### config.mk
export PLATFORM = sky130hd
export DESIGN_NAME = spi_reg_ctrl_flat
export DESIGN_NICKNAME = d
export VERILOG_FILES = /design/src/rtl/spi_reg_ctrl_pkg.sv /design/src/rtl/spi_reg_ctrl_if.sv /design/src/rtl/spi_reg_ctrl.sv /design/src/flat_wrapper.sv
export SDC_FILE = /design/constraint.sdc
export NUM_CORES = 1
export LEC_CHECK = 0
export ABC_AREA = 1
export CORE_ASPECT_RATIO = 0.6
export CORE_MARGIN = 3
export CORE_UTILIZATION = 45
export CTS_BUF_LIST = sky130_fd_sc_hd__clkbuf_4
export CTS_CLUSTER_SIZE = 16
export DETAILED_ROUTE_END_ITERATION = 7
export PLACE_DENSITY = 0.72
export SLEW_MARGIN = 20
export SYNTH_ARGS = -nofsm -noshare
export SYNTH_HDL_FRONTEND = slang
export SYNTH_SLANG_ARGS = --single-unit
### constraint.sdc
create_clock -name clk -period 2.65 [get_ports clk]
set_input_delay 0.265 -clock clk [delete_from_list [all_inputs] [get_ports clk]]
set_output_delay 0.265 -clock clk [all_outputs]
set_load 0.03 [all_outputs]
### src/rtl/spi_reg_ctrl_pkg.sv
// Shared types and constants for the SPI register transaction sequencer.
// Holds the FSM encoding, command-byte layout and burst counter limits.
package spi_reg_pkg;

   typedef enum logic [1:0] {
      ST_IDLE  = 2'd0,
      ST_CMD   = 2'd1,
      ST_WRITE = 2'd2,
      ST_READ  = 2'd3
   } state_e;

   localparam int         CMD_RD_BIT        = 7;
   localparam logic [7:0] DEFAULT_IDLE_BYTE = 8'h00;
   localparam logic [7:0] BURST_SAT         = 8'd255;

   // Data-byte counter that sticks at its ceiling instead of wrapping.
   function automatic logic [7:0] burst_inc(input logic [7:0] n);
      return (n == BURST_SAT) ? n : n + 8'd1;
   endfunction

endpackage

### src/rtl/spi_reg_ctrl_if.sv
// Bundle between the SPI byte engine / register file and the transaction sequencer.
// The slave modport is the sequencer; the master modport is the surrounding logic.
interface spi_reg_ctrl_if #(
   parameter int ADDR_W = 7
);
   logic              cs;
   logic              byte_done;
   logic [7:0]        rx_byte;
   logic [7:0]        tx_byte;
   logic              tx_load;
   logic              wr_en;
   logic [ADDR_W-1:0] wr_addr;
   logic [7:0]        wr_data;
   logic              rd_en;
   logic [ADDR_W-1:0] rd_addr;
   logic [7:0]        rd_data;
   logic              commit;
   logic              busy;
   logic [7:0]        burst_len;

   modport slave (
      input  cs, byte_done, rx_byte, rd_data,
      output tx_byte, tx_load, wr_en, wr_addr, wr_data,
             rd_en, rd_addr, commit, busy, burst_len
   );

   modport master (
      output cs, byte_done, rx_byte, rd_data,
      input  tx_byte, tx_load, wr_en, wr_addr, wr_data,
             rd_en, rd_addr, commit, busy, burst_len
   );
endinterface

### src/rtl/spi_reg_ctrl.sv
// Chip-select frame sequencer: decodes the command byte, then streams register
// writes or prefetched register reads with an auto-incrementing address.
module spi_reg_ctrl
   import spi_reg_pkg::*;
#(
   parameter int         ADDR_W    = 7,
   parameter logic [7:0] IDLE_BYTE = DEFAULT_IDLE_BYTE
) (
   input  logic           clk,
   input  logic           reset,
   spi_reg_ctrl_if.slave  bus
);

   localparam logic [ADDR_W-1:0] ADDR_ONE = ADDR_W'(1);

   state_e            state_q, state_d;
   logic [ADDR_W-1:0] addr_q, addr_d;
   logic [7:0]        tx_byte_q, tx_byte_d;
   logic              tx_load_q, tx_load_d;
   logic              wr_en_q, wr_en_d;
   logic [ADDR_W-1:0] wr_addr_q, wr_addr_d;
   logic [7:0]        wr_data_q, wr_data_d;
   logic              rd_en_q, rd_en_d;
   logic [ADDR_W-1:0] rd_addr_q, rd_addr_d;
   logic              commit_q, commit_d;
   logic [7:0]        burst_len_q, burst_len_d;
   logic [ADDR_W-1:0] cmd_addr;

   assign cmd_addr = bus.rx_byte[ADDR_W-1:0];

   always_comb begin
      state_d     = state_q;
      addr_d      = addr_q;
      tx_byte_d   = tx_byte_q;
      tx_load_d   = 1'b0;
      wr_en_d     = 1'b0;
      wr_addr_d   = wr_addr_q;
      wr_data_d   = wr_data_q;
      rd_en_d     = 1'b0;
      rd_addr_d   = rd_addr_q;
      commit_d    = 1'b0;
      burst_len_d = burst_len_q;

      case (state_q)
         ST_IDLE: begin
            if (!bus.cs) begin
               state_d     = ST_CMD;
               burst_len_d = 8'd0;
               tx_load_d   = 1'b1;
               tx_byte_d   = IDLE_BYTE;
            end
         end
         ST_CMD: begin
            if (bus.cs) begin
               state_d = ST_IDLE;
            end else if (bus.byte_done) begin
               if (bus.rx_byte[CMD_RD_BIT]) begin
                  state_d   = ST_READ;
                  rd_en_d   = 1'b1;
                  rd_addr_d = cmd_addr;
                  addr_d    = cmd_addr + ADDR_ONE;
               end else begin
                  state_d = ST_WRITE;
                  addr_d  = cmd_addr;
               end
            end
         end
         ST_WRITE: begin
            if (bus.cs) begin
               state_d  = ST_IDLE;
               commit_d = (burst_len_q != 8'd0);
            end else if (bus.byte_done) begin
               wr_en_d     = 1'b1;
               wr_addr_d   = addr_q;
               wr_data_d   = bus.rx_byte;
               addr_d      = addr_q + ADDR_ONE;
               burst_len_d = burst_inc(burst_len_q);
               tx_load_d   = 1'b1;
               tx_byte_d   = IDLE_BYTE;
            end
         end
         ST_READ: begin
            // cs high cancels both the pending load and any new prefetch.
            if (bus.cs) begin
               state_d = ST_IDLE;
            end else begin
               if (rd_en_q) begin
                  tx_load_d = 1'b1;
                  tx_byte_d = bus.rd_data;
               end
               if (bus.byte_done) begin
                  rd_en_d     = 1'b1;
                  rd_addr_d   = addr_q;
                  addr_d      = addr_q + ADDR_ONE;
                  burst_len_d = burst_inc(burst_len_q);
               end
            end
         end
         default: state_d = ST_IDLE;
      endcase
   end

   always_ff @(posedge clk) begin
      if (reset) begin
         state_q     <= ST_IDLE;
         addr_q      <= '0;
         tx_byte_q   <= IDLE_BYTE;
         tx_load_q   <= 1'b0;
         wr_en_q     <= 1'b0;
         wr_addr_q   <= '0;
         wr_data_q   <= 8'd0;
         rd_en_q     <= 1'b0;
         rd_addr_q   <= '0;
         commit_q    <= 1'b0;
         burst_len_q <= 8'd0;
      end else begin
         state_q     <= state_d;
         addr_q      <= addr_d;
         tx_byte_q   <= tx_byte_d;
         tx_load_q   <= tx_load_d;
         wr_en_q     <= wr_en_d;
         wr_addr_q   <= wr_addr_d;
         wr_data_q   <= wr_data_d;
         rd_en_q     <= rd_en_d;
         rd_addr_q   <= rd_addr_d;
         commit_q    <= commit_d;
         burst_len_q <= burst_len_d;
      end
   end

   assign bus.tx_byte   = tx_byte_q;
   assign bus.tx_load   = tx_load_q;
   assign bus.wr_en     = wr_en_q;
   assign bus.wr_addr   = wr_addr_q;
   assign bus.wr_data   = wr_data_q;
   assign bus.rd_en     = rd_en_q;
   assign bus.rd_addr   = rd_addr_q;
   assign bus.commit    = commit_q;
   assign bus.busy      = (state_q != ST_IDLE);
   assign bus.burst_len = burst_len_q;

endmodule

### src/flat_wrapper.sv
// flat-port wrapper written by rule: the top's interface ports become plain ports
module spi_reg_ctrl_flat import spi_reg_pkg::*;
#(
   parameter int         ADDR_W    = 7,
   parameter logic [7:0] IDLE_BYTE = DEFAULT_IDLE_BYTE
)
  (clk, reset, bus_cs, bus_byte_done, bus_rx_byte, bus_rd_data, bus_tx_byte, bus_tx_load, bus_wr_en, bus_wr_addr, bus_wr_data, bus_rd_en, bus_rd_addr, bus_commit, bus_busy, bus_burst_len);
  spi_reg_ctrl_if #(.ADDR_W(ADDR_W)) bus_i ();
  input  logic clk;
  input  logic reset;
  input wire logic [$bits(bus_i.cs)-1:0] bus_cs;
  input wire logic [$bits(bus_i.byte_done)-1:0] bus_byte_done;
  input wire logic [$bits(bus_i.rx_byte)-1:0] bus_rx_byte;
  input wire logic [$bits(bus_i.rd_data)-1:0] bus_rd_data;
  output wire logic [$bits(bus_i.tx_byte)-1:0] bus_tx_byte;
  output wire logic [$bits(bus_i.tx_load)-1:0] bus_tx_load;
  output wire logic [$bits(bus_i.wr_en)-1:0] bus_wr_en;
  output wire logic [$bits(bus_i.wr_addr)-1:0] bus_wr_addr;
  output wire logic [$bits(bus_i.wr_data)-1:0] bus_wr_data;
  output wire logic [$bits(bus_i.rd_en)-1:0] bus_rd_en;
  output wire logic [$bits(bus_i.rd_addr)-1:0] bus_rd_addr;
  output wire logic [$bits(bus_i.commit)-1:0] bus_commit;
  output wire logic [$bits(bus_i.busy)-1:0] bus_busy;
  output wire logic [$bits(bus_i.burst_len)-1:0] bus_burst_len;
  assign bus_i.cs = bus_cs;
  assign bus_i.byte_done = bus_byte_done;
  assign bus_i.rx_byte = bus_rx_byte;
  assign bus_i.rd_data = bus_rd_data;
  assign bus_tx_byte = bus_i.tx_byte;
  assign bus_tx_load = bus_i.tx_load;
  assign bus_wr_en = bus_i.wr_en;
  assign bus_wr_addr = bus_i.wr_addr;
  assign bus_wr_data = bus_i.wr_data;
  assign bus_rd_en = bus_i.rd_en;
  assign bus_rd_addr = bus_i.rd_addr;
  assign bus_commit = bus_i.commit;
  assign bus_busy = bus_i.busy;
  assign bus_burst_len = bus_i.burst_len;
  spi_reg_ctrl #(.ADDR_W(ADDR_W), .IDLE_BYTE(IDLE_BYTE)) u_core (.clk(clk), .reset(reset), .bus(bus_i));
endmodule
==> results_dict.tcl <==
set metrics [dict create \
    hp-start "bus_rd_data[2]" \
    period_share_pct 85.4 \
    die_h_um 63.0 \
    synth_area_mm2 0.00244 \
    synthCells 351 \
    postSynthAreaPerCell_um2 6.94 \
    finalMaxSlewViolations 0 \
    io_pins 63 \
    nFillCells 478 \
    hp-class "in2reg" \
    io_buffer_count 62 \
    cp.arrival_ps 2000 \
    antenna_cells 0 \
    multi_input_area_mm2 0.00122 \
    clkSlewWorstSetupHoldPaths_ps 160 \
    drive_gt1_share_pct 6.83 \
    insertion_delay_ps 390 \
    antenna_found_initial 0 \
    wl_per_cell_um 13.6 \
    nNetsFinal 433 \
    finalHoldViolCount 0 \
    routed-via-count 2478 \
    path_cells "inv_1, nand2_2, clkdlybuf4s50_1" \
    area_growth_pct 29.4 \
    rrSetupSlack_ps 750 \
    r2r_cells 6 \
    fin_worst_skew_ps 14.7 \
    slowest_delay_ps 680 \
    clock.fmax_ghz 0.442 \
    grt_pass1_vias 2195 \
    cts_max_path_buffers 2 \
    cts_tree "done" \
    ys_seq_area_share_pct 41.9 \
    timing.hold.ws_ps 441 \
    dpl.hpwl_um 4750 \
    core_mm2 0.00515 \
    cpMaxStageDelayCell "clkdlybuf4s50_1" \
    rsz0062_at_grt "false" \
    vias_per_cell 5.21 \
    status "finished, final reports clean" \
    syn_nets 375 \
    drv_cap 0 \
    yosys-top-cells-area "dfxtp_1 42%, o21ai_0 9.2%, nand2_1 8.6%" \
    mostFrequentLayoutCell "clkdlybuf4s50_1" \
    yosysWarnings 0 \
    cts.hold.buffers_added 0 \
    finalSetupViolCount 0 \
    h-tree-depth 2 \
    finalNonFillerCells 476 \
    tightest_slew_ps 613 \
    worst-path-max-fanout 12 \
    reg2reg_to "u_core.bus.wr_addr[0]$_SDFFE_PP0P_" \
    grt_first_pass_wirelength_um 10700 \
    dr.pass1.iters 5 \
    final_util_pct 61.2 \
    regArea_mm2 0.00102 \
    synth_top_area_share_pct 41.9 \
    post_cts.repair.setup_buffers 0 \
    whs_path_depth 3 \
    fin_crit_ps 2260 \
    critPathLaunchType "register" \
    synth_top_area_cell "dfxtp_1" \
    grt_max_degree 28 \
    required_ps 2380 \
    worst_setup_path_end_kind "primary output" \
    crit_start "u_core.state_q[1]$_SDFFE_PP0P_" \
    dr.first_iter.drc_count 181 \
    die_w_um 101 \
    cts-buffers-inserted 5 \
    criticalPathCategory "reg2out" \
    clock-root-buffer "clkbuf_4" \
    mostFrequentLayoutCells "62 x clkdlybuf4s50_1, 56 x nand2_1, 52 x nor2_1" \
    placed_cells 468 \
    gp_congestion 0.870 \
    r2r_start "u_core.state_q[1]$_SDFFE_PP0P_" \
    whs_endpoint "u_core.bus.tx_byte[2]$_SDFFE_PP0P_" \
    leakage_nw 1.25 \
    ant_nets 0 \
    power_density_mw_per_mm2 468 \
    ys_seq_elements 51 \
    remaining_drc_errors 0 \
    cts_resized 0 \
    totalWireLength_um 6500 \
    yosysUniqueCellTypes 24 \
    fp-row-count 20 \
    grt_remaining_overflow 0 \
    slew_headroom_pct 59.0 \
    finalSetupTns_ps 0 \
    grt_usage_pct 21.2 \
    cts_sinks 51 \
    ir_drop_uv 230 \
    die_area_mm2 0.00636 \
    initial_utilization_pct 47.3 \
]
-- critical path: cells and delay by family (launching register included) --
kind / cells / cell delay [ps]
AND/OR/NAND/NOR: 1 / 170
buffers and inverters: 2 / 950
flip-flops: 1 / 470
-- worst max-delay path by stage --
stage	endpoint	slack, ps	cells past startpoint
after floorplan	u_core.bus.burst_len[7]$_SDFFE_PP0P_	1180	6
after global placement	u_core.addr_q[4]$_SDFFE_PP0P_	710	8
after detailed placement	u_core.addr_q[4]$_SDFFE_PP0P_	620	8
after CTS	bus_busy	400	3
after global routing	bus_busy	330	3
final	bus_busy	390	3
-- routing by layer --
layer  track usage (%)  vias up  wire length [µm]
met5                 0        -                 0
met4              4.98        0                62
met3              6.47        8               580
met2              27.7       91              2500
met1              33.2     1106              3350
li1                  -     1273                 -
-- flip-flops by register name, indices dropped and copies added, names as in the netlist --
name,cells
u_core.state_q,2
u_core.bus.wr_en,1
u_core.bus.commit,1
u_core.bus.tx_byte,8
u_core.bus.wr_addr,7
u_core.bus.rd_addr,7
u_core.bus.tx_load,1
u_core.bus.burst_len,8
u_core.addr_q,7
u_core.bus.rd_en,1
u_core.bus.wr_data,8
-- where the power goes --
part           total, mW  internal [mW]  switching [mW]
clock              0.387          0.118           0.269
combinational      0.272          0.100           0.172
sequential         0.816          0.792          0.0242
-- synth_stat cells (all sizes together) --
cell and n:
nand2 62, nor2 54, dfxtp 51, o21ai 46, a21oi 40, inv 34, nand3 33, clkbuf 8
buf 6, a31oi 4, ha 4, nand4 4, xor2 2, nand3b 1, nor4 1, o211ai 1
-- cell type report --
type / count / area share [%]
Clock inverter: 2 / 0.516
Sequential cell: 51 / 32.4
Tap cell: 66 / 2.62
Multi-Input combinational cell: 252 / 38.6
Inverter: 34 / 4.05
Clock buffer: 6 / 1.43
Timing Repair Buffer: 65 / 20.4
-- cells by family (layout without fill, tap and decap cells) --
group / Yosys count / after routing / share of synthesized area, %
xor gates and xnor gates: 2 / 2 / 0.719
and+or+nand+nor: 155 / 155 / 28.1
DFF: 51 / 51 / 41.9
AOI/OAI and AO/OA: 91 / 91 / 19.1
adders and majority gates: 4 / 4 / 2.05
buffers and inverters: 48 / 107 / 8.11
-- through the flow --
stage / setup WS, ps / total power, mW / cell area (µm²)
2_1_floorplan: 1180 / 0.996 / 2440
3_3_place_gp: 710 / 1.10 / 3090
3_5_place_dp: 615 / 1.10 / 3090
4_1_cts: 400 / 1.48 / 3150
5_1_grt: 328 / 1.55 / 3150
6_report: 388 / 1.48 / 3150
Note: power is estimated with default switching activity, not from simulation.
